`src/rtl/ifq_if.sv`:
```
// Instruction-cache request/response bus of the fetch queue.
// master = fetch queue side, slave = cache side.
interface ifq_if;
    logic        ifq_cache_rd_en;
    logic [31:0] ifq_cache_addr;
    logic [31:0] cache_data;
    logic        cache_valid;

    modport master (
        output ifq_cache_rd_en,
        output ifq_cache_addr,
        input  cache_data,
        input  cache_valid
    );

    modport slave (
        input  ifq_cache_rd_en,
        input  ifq_cache_addr,
        output cache_data,
        output cache_valid
    );
endinterface

```
`src/rtl/ifq.sv`:
```
// Instruction fetch queue: 4-entry show-ahead FIFO of {pc+4, instr}
// fed by a one-outstanding-request fetch FSM with redirect flush.
module ifq (
    input  logic        clock,
    input  logic        reset,
    input  logic        Dispatch_ren,
    input  logic        Dispatch_jmp,
    input  logic [32:0] Dispatch_jmp_addr,
    output logic [32:0] ifetch_pc_4,
    output logic [32:0] ifetch_intruction,
    output logic        ifetch_empty,
    ifq_if.master       cache
);

    typedef enum logic [1:0] {
        IDLE,
        WAIT,
        DISCARD
    } state_t;

    state_t      state;
    state_t      state_nxt;
    logic [31:0] pc;
    logic [31:0] req_pc;
    logic [31:0] pc_q [4];
    logic [31:0] instr_q [4];
    logic [1:0]  rptr;
    logic [1:0]  wptr;
    logic [2:0]  count;
    logic        req;
    logic        wr;
    logic        rd;
    logic        unused_addr_msb;

    assign unused_addr_msb = Dispatch_jmp_addr[32];

    // Request gated by reset so the bus is quiet while reset is held.
    assign req = reset && (state == IDLE) && (count != 3'd4)
                 && !Dispatch_jmp;
    assign wr  = (state == WAIT) && cache.cache_valid && !Dispatch_jmp;
    assign rd  = Dispatch_ren && (count != 3'd0) && !Dispatch_jmp;

    assign cache.ifq_cache_rd_en = req;
    assign cache.ifq_cache_addr  = req ? pc : 32'd0;

    assign ifetch_empty      = (count == 3'd0);
    assign ifetch_pc_4       = ifetch_empty ? 33'd0 : {1'b0, pc_q[rptr]};
    assign ifetch_intruction = ifetch_empty ? 33'd0 : {1'b0, instr_q[rptr]};

    // Fetch FSM next state; a redirect with a response in flight
    // must swallow that response in DISCARD.
    always_comb begin
        state_nxt = state;
        unique case (state)
            IDLE: begin
                if (req) state_nxt = WAIT;
            end
            WAIT: begin
                if (Dispatch_jmp)
                    state_nxt = cache.cache_valid ? IDLE : DISCARD;
                else if (cache.cache_valid)
                    state_nxt = IDLE;
            end
            DISCARD: begin
                if (cache.cache_valid) state_nxt = IDLE;
            end
            default: state_nxt = IDLE;
        endcase
    end

    // FSM state register.
    always_ff @(posedge clock or negedge reset) begin
        if (!reset) state <= IDLE;
        else        state <= state_nxt;
    end

    // Fetch PC and address of the outstanding request.
    always_ff @(posedge clock or negedge reset) begin
        if (!reset) begin
            pc     <= 32'd0;
            req_pc <= 32'd0;
        end else if (Dispatch_jmp) begin
            pc <= Dispatch_jmp_addr[31:0];
        end else if (req) begin
            req_pc <= pc;
            pc     <= pc + 32'd4;
        end
    end

    // Queue storage, pointers and occupancy; redirect empties it.
    always_ff @(posedge clock or negedge reset) begin
        if (!reset) begin
            rptr  <= 2'd0;
            wptr  <= 2'd0;
            count <= 3'd0;
            for (int i = 0; i < 4; i++) begin
                pc_q[i]    <= 32'd0;
                instr_q[i] <= 32'd0;
            end
        end else if (Dispatch_jmp) begin
            rptr  <= 2'd0;
            wptr  <= 2'd0;
            count <= 3'd0;
        end else begin
            if (wr) begin
                pc_q[wptr]    <= req_pc + 32'd4;
                instr_q[wptr] <= cache.cache_data;
                wptr          <= wptr + 2'd1;
            end
            if (rd) rptr <= rptr + 2'd1;
            unique case ({wr, rd})
                2'b10:   count <= count + 3'd1;
                2'b01:   count <= count - 3'd1;
                default: count <= count;
            endcase
        end
    end

endmodule

```
`src/flat_wrapper.sv`:
```
// flat-port wrapper written by rule: the top's interface ports become plain ports
module ifq_flat 
  (clock, reset, Dispatch_ren, Dispatch_jmp, Dispatch_jmp_addr, ifetch_pc_4, ifetch_intruction, ifetch_empty, cache_ifq_cache_rd_en, cache_ifq_cache_addr, cache_cache_data, cache_cache_valid);
  ifq_if cache_i ();
  input  logic clock;
  input  logic reset;
  input  logic Dispatch_ren;
  input  logic Dispatch_jmp;
  input  logic [32:0] Dispatch_jmp_addr;
  output logic [32:0] ifetch_pc_4;
  output logic [32:0] ifetch_intruction;
  output logic ifetch_empty;
  output wire logic [$bits(cache_i.ifq_cache_rd_en)-1:0] cache_ifq_cache_rd_en;
  output wire logic [$bits(cache_i.ifq_cache_addr)-1:0] cache_ifq_cache_addr;
  input wire logic [$bits(cache_i.cache_data)-1:0] cache_cache_data;
  input wire logic [$bits(cache_i.cache_valid)-1:0] cache_cache_valid;
  assign cache_ifq_cache_rd_en = cache_i.ifq_cache_rd_en;
  assign cache_ifq_cache_addr = cache_i.ifq_cache_addr;
  assign cache_i.cache_data = cache_cache_data;
  assign cache_i.cache_valid = cache_cache_valid;
  ifq u_core (.clock(clock), .reset(reset), .Dispatch_ren(Dispatch_ren), .Dispatch_jmp(Dispatch_jmp), .Dispatch_jmp_addr(Dispatch_jmp_addr), .ifetch_pc_4(ifetch_pc_4), .ifetch_intruction(ifetch_intruction), .ifetch_empty(ifetch_empty), .cache(cache_i));
endmodule
```
`config.mk`:
```
export PLATFORM = sky130hd
export DESIGN_NAME = ifq_flat
export DESIGN_NICKNAME = d
export VERILOG_FILES = /design/src/rtl/ifq_if.sv /design/src/rtl/ifq.sv /design/src/flat_wrapper.sv
export SDC_FILE = /design/constraint.sdc
export NUM_CORES = 1
export LEC_CHECK = 0
export CORE_MARGIN = 4
export CORE_UTILIZATION = 45
export DETAILED_ROUTE_END_ITERATION = 8
export GPL_ROUTABILITY_DRIVEN = 0
export MAX_ROUTING_LAYER = met4
export PLACE_DENSITY_LB_ADDON = 0.1
export RECOVER_POWER = 100
export SYNTH_ARGS = -nofsm -noshare
export SYNTH_HDL_FRONTEND = slang
export SYNTH_SLANG_ARGS = --single-unit
```
`constraint.sdc`:
```
create_clock -name clock -period 3.6 [get_ports clock]
set_input_delay 0.72 -clock clock [delete_from_list [all_inputs] [get_ports clock]]
set_output_delay 0.72 -clock clock [all_outputs]
set_load 0.01 [all_outputs]
```
Yosys cells after proc, flatten, opt, wreduce, memory -nomap -nowiden
Cells that the tools add are included.
{ "totals": {"regBits": 329, "latch_bits": 0, "mem_bits_rw": 0, "rom_bits": 0, "input_bits": 70, "output_inout_bits": 100, "wordCells": 76, "n_memories": 0} }
{ "classes": {"add_sub_neg": 6, "n_mul": 0, "n_div": 0, "order_cmp": 3, "n_eq_ne": 6, "shift": 0, "n_mux": 26, "n_bitwise": 3, "n_reduce_logical": 18} }
{ "ops": {"columns": ["operator", "n"], "rows": [
  ["$mux W32", 10],
  ["$bwmux W128", 2],
  ["$bmux W32 S2", 2],
  ["$add A32 B3 Y32 const B", 2],
  ["$demux W32 S2", 1],
  ["$mux W2", 8],
  ["$logic_and A1 B1 Y1", 8],
  ["$ge A3 B3 Y1 const B", 2],
  ["$not A2 Y3", 2],
  ["$pmux W2 S3", 1],
  ["$pmux W3 S2", 1],
  ["$reduce_bool A2 Y1", 3],
  ["$reduce_bool A3 Y1", 2],
  ["$add A2 B1 Y2 const B", 2],
  ["$eq A2 B1 Y1 const B", 2],
  ["$eq A2 B2 Y1 const B", 2],
  ["$reduce_and A2 Y1", 2],
  ["$add A3 B1 Y3 const B", 1],
  ["$logic_not A3 Y1", 1],
  ["$lt A3 B1 Y1 const B", 1],
  ["$mux W3", 1],
  ["$ne A3 B3 Y1 const B", 1],
  ["$sub A3 B1 Y3 const B", 1],
  ["$logic_not A2 Y1", 1],
  ["other kinds (3)", 3]
]} }

Logic depth before layout (Yosys ltp)
{ "depth": {"word_depth": 6, "mapped_depth": 8, "depth_no_buf": 7} }

Least setup slack after synthesis
Ideal clock, no wire load.
{ "synth_timing": {"kind": "input -> output", "start": "input reset", "end": "output cache_ifq_cache_addr[20]", "arrival_time_ns": 1.895, "t_required_ns": 2.880, "path_slack_ns": 0.985, "stages": 6, "n_path_buf": 2, "cell_sequence": "or3b_4 > or3_1 > buf_6 > clkinv_4 > buf_6 > and2_2"} }
{ "synth_via": {"elab_chain_cells": 4} }
{ "synth_rtl": {"columns": ["item", "line_no", "text"], "rows": [
  ["start: declaration", "flat_wrapper.sv:6", "input logic reset;"],
  ["$logic_and A1 B1 Y1 (2 in series)", "ifq.sv:38", "assign req = reset && (state == IDLE) && (count != 3'd4)"],
  ["$logic_and A1 B1 Y1", "ifq.sv:39", "&& !Dispatch_jmp;"],
  ["named net cache_ifq_cache_rd_en", "flat_wrapper.sv:13", "output wire logic [$bits(cache_i.ifq_cache_rd_en)-1:0] cache_ifq_cache_rd_en;"],
  ["$mux W32", "ifq.sv:44", "assign cache.ifq_cache_addr = req ? pc : 32'd0;"],
  ["end: declaration", "flat_wrapper.sv:14", "output wire logic [$bits(cache_i.ifq_cache_addr)-1:0] cache_ifq_cache_addr;"]
]} }
The timed path passes the listed nets, and every way through them passes these cells.

Final worst setup path
{ "layout_timing": {"start": "register u_core.state[0]", "end": "output cache_ifq_cache_addr[19]"} }
{ "layout_via": {"elab_chain_cells": 5} }
{ "layout_rtl": {"columns": ["item", "line_no", "text"], "rows": [
  ["start: declaration", "ifq.sv:21", "state_t state;"],
  ["start signal: assignment", "ifq.sv:74", "else state <= state_nxt;"],
  ["$logic_not A2 Y1", "ifq.sv:38", null],
  ["$logic_and A1 B1 Y1 (2 in series)", "ifq.sv:38", null],
  ["$logic_and A1 B1 Y1", "ifq.sv:39", null],
  ["$mux W32", "ifq.sv:44", null]
]} }
No other way between the ends.

==> impl_table.tex <==
\begin{tabular}{lr}
\hline
Metric & Value \\
\hline
\multicolumn{2}{l}{\textbf{Synth}} \\
Async set-reset flop share out of synthesis & 100\% \\
\#FFs+latches synth & 329 \\
Top cell types by occurrence after synthesis & dfrtp\_1, nand2\_1, mux2\_2, o21ai\_0 \\
Syn. warnings & 0 \\
Most used flip-flop cell after synthesis & dfrtp\_1 \\
Post-Synthesis Cell Area & 15400 sq um \\
Dominant cell by count in the synthesized netlist & dfrtp\_1 \\
Synth cell types & 51 \\
Cell type with the highest aggregate area in the netlist & dfrtp\_1 \\
Top-area cell type share of the netlist area & 53.5\% \\
Register area share after synthesis & 53.5\% \\
Cells after Synth & 1268 \\
Mean instance size in the synthesized netlist & 12.1 sq um \\
Post-synth EDFFs & 0 \\
Top area cells in the synthesized netlist & dfrtp\_1, mux2\_2, mux4\_2 \\
\multicolumn{2}{l}{\textbf{Global routing}} \\
Pin count of the biggest net entering global routing & 170 \\
All-layer global routing usage & 19.8\% \\
Global-route wire length before repair & 57300 um \\
Number of antenna violations at the first check in global routing & 1 \\
Congestion Overflow GR & 0 \\
Number of global-route vias before repair & 10500 \\
\multicolumn{2}{l}{\textbf{Critical path}} \\
Critical-path maximum fanout & 28 \\
Worst Setup SP & u\_core.state[0]\$\_DFFE\_PN0P\_ \\
Sort of element at the end of the critical path & primary output \\
Arrival time at the worst endpoint & 2750 ps \\
Worst setup path endpoint & cache\_ifq\_cache\_addr[19] \\
Worst flop-to-flop path endpoint & u\_core.instr\_q[111]\$\_DFFE\_PN0P\_ \\
Crit path launch type & flip-flop \\
Flop2flop setup slack & 690 ps \\
Setup CP Type & reg -> out \\
Register-to-Register Path Depth & 5 \\
Endpoint required time on the critical path & 2880 ps \\
Reg-to-Reg Start & u\_core.state[1]\$\_DFFE\_PN0P\_ \\
\multicolumn{2}{l}{\textbf{Timing}} \\
Achievable frequency & 0.288 GHz \\
Setup repair after global routing missed its margin & false \\
Setup slack of the critical path after layout & 132 ps \\
Final critical-path share of the clock period & 96.3\% \\
Max-slew violations & 260 \\
Finish-stage setup viols & 0 \\
Final-report hold violation count & 0 \\
Shortest clock period the worst path allows after layout & 3470 ps \\
Skew final & 21.6 ps \\
Headroom to the max-slew limit & -53.8\% \\
Worst hold margin & 473 ps \\
Aggregate negative setup slack & 0 ps \\
Slew at the pin closest to its max-slew limit & 2310 ps \\
\multicolumn{2}{l}{\textbf{Placement}} \\
Number of input and output port buffers inserted & 166 \\
Minimum setup slack after placement & 242 ps \\
DP Wirelength & 22400 um \\
Total cell area at the placement stage & 17600 sq um \\
Number of placed instances with taps included & 1829 \\
\multicolumn{2}{l}{\textbf{Clock network}} \\
Max clock buf depth & 3 \\
TritonCTS clock tree & yes \\
Cts hold-fix bufs & 0 \\
Number of clock sinks seen by CTS & 329 \\
Clock-pin slew on the worst setup and hold paths & 60 ps \\
Buffer cell driving the clock tree root & clkbuf\_16 \\
Num CTS Buffers & 39 \\
CTS HTree Levels & 2 \\
Clock latency at the later pin of the worst-skew pair & 520 ps \\
\multicolumn{2}{l}{\textbf{Route}} \\
First-pass DRT Iterations & 5 \\
Total wirelength of the detailed-routed design & 35000 um \\
WL met1 & 16600 um \\
Routed wl met2 & 16100 um \\
Detail-routed via count per cell & 5.30 \\
Total vias in the final route & 10000 \\
Length of routed met3 wiring & 1640 um \\
DRC viols & 0 \\
Routed wire length per instance & 18.5 um \\
Highest routing layer actually used & met4 \\
Initial DRC count & 393 \\
ANT nets after route & 0 \\
\multicolumn{2}{l}{\textbf{Power and ir drop}} \\
Maximum VDD drop & 0.000532 V \\
Power density relative to cell area & 690 nW/um\^{}2 \\
Total chip power & 12.9 mW \\
Pleak & 8.33 nW \\
\multicolumn{2}{l}{\textbf{Finish}} \\
Area growth from synthesis to layout & 21.2\% \\
Filler-free cell count of the finished design & 1895 \\
Area of the multi-input gates & 6730 sq um \\
Number of nets in the layout & 1499 \\
Final core utilization & 55.5\% \\
\# fillers & 2897 \\
Area taken by flip-flops and latches & 8240 sq um \\
Layout cells sized above 1 & 21.9\% \\
Final cell area excluding filler cells & 18700 sq um \\
\multicolumn{2}{l}{\textbf{Floorplanning}} \\
Starting utilization of the core area & 45.8\% \\
Overall die height & 193 um \\
Count of pins on the block boundary & 170 \\
Die boundary width & 193 um \\
Placeable core region & 33600 sq um \\
Total die area & 37200 sq um \\
Rows & 67 \\
\multicolumn{2}{l}{\textbf{Run status}} \\
Status & finished with violations \\
Failing checks & capacitance limit, slew limit \\
\multicolumn{2}{l}{\textbf{Min path}} \\
Class of the tightest hold or removal check & reg -> reg \\
\multicolumn{2}{l}{\textbf{Flow run}} \\
Max-cap violation count & 3 \\
\hline
\end{tabular}
-- per-layer routing --
metal,vias up,global-route usage (%)
met5,-,-
met4,0,4.36
met3,52,3.28
met2,194,30.6
met1,5037,28.1
li1,4762,-
-- state kept, by name, indices dropped and copies added, names as in the netlist --
| signal | count |
|---|---|
| u_core.state | 2 |
| u_core.pc | 32 |
| u_core.req_pc | 32 |
| u_core.pc_q | 128 |
| u_core.rptr | 2 |
| u_core.count | 3 |
| u_core.instr_q | 128 |
| u_core.wptr | 2 |
-- report_power, final --
group	switching (mW)	internal [mW]
sequential	0.645	4.46
clock	1.48	2.19
combinational	1.87	2.22
-- worst max-delay path, cell delays in order, from the launching register on --
cell,delay [ps]
dfrtp_1,430
or3b_4,410
or3_1,390
clkinv_4,180
and2_0,240
clkdlybuf4s50_1,570
-- layout make-up --
| class | instances | area share (%) |
|---|---|---|
| Antenna cell | 1 | 0.0134 |
| Clock inverter | 9 | 0.261 |
| Multi-Input combinational cell | 847 | 36.1 |
| Inverter | 12 | 0.268 |
| Timing Repair Buffer | 193 | 10.1 |
| Tap cell | 448 | 3.00 |
| Sequential cell | 329 | 44.2 |
| Clock buffer | 56 | 6.12 |
-- kinds of logic (layout without fill, tap and decap cells) --
| group | count (synthesis) | count (layout) | share of synthesized area (%) |
|---|---|---|---|
| flops | 329 | 329 | 53.5 |
| buf+inv | 93 | 270 | 2.78 |
| xor+xnor | 62 | 62 | 3.53 |
| other cells | 1 | 3 | 0.0244 |
| simple gates | 385 | 385 | 13.1 |
| mux | 209 | 209 | 19.9 |
| compound gates | 182 | 182 | 6.55 |
| fa+ha+maj | 7 | 7 | 0.618 |
-- cells in the final DEF (no fill, tap or decap), types with 32 or more instances in the layout --
cell / synthesis / final
a21o_1: 32 / 32
clkbuf_16: 0 / 41
clkdlybuf4s50_1: 0 / 128
dfrtp_1: 329 / 327
dlygate4sd3_1: 0 / 35
mux2_2: 142 / 142
mux4_2: 64 / 64
nand2_1: 173 / 172
nor2b_1: 64 / 64
o21ai_0: 118 / 144
xor2_1: 35 / 35
-- worst min-delay path by stage --
| stage | startpoint | slack, ps | depth (start not counted) | end |
|---|---|---|---|---|
| finish | u_core.pc_q[57]$_DFFE_PN0P_ | 470 | 2 | u_core.pc_q[57]$_DFFE_PN0P_ |
| global route | u_core.pc[0]$_DFFE_PN0P_ | 490 | 2 | u_core.pc[0]$_DFFE_PN0P_ |
| detailed placement | u_core.pc[0]$_DFFE_PN0P_ | 460 | 2 | u_core.pc[0]$_DFFE_PN0P_ |
| CTS | reset | 450 | 2 | u_core.pc[11]$_DFFE_PN0N_ |
| global placement | u_core.pc_q[5]$_DFFE_PN0P_ | 460 | 2 | u_core.pc_q[5]$_DFFE_PN0P_ |
| floorplan | reset | 420 | 0 | u_core.count[0]$_DFFE_PN0P_ |
-- timing repair --
item,4_1_cts,5_1_grt
buffers inserted,0,0
resized for setup,0,3
setup endpoints to repair,0,27
(Power assumes the default switching activity.)
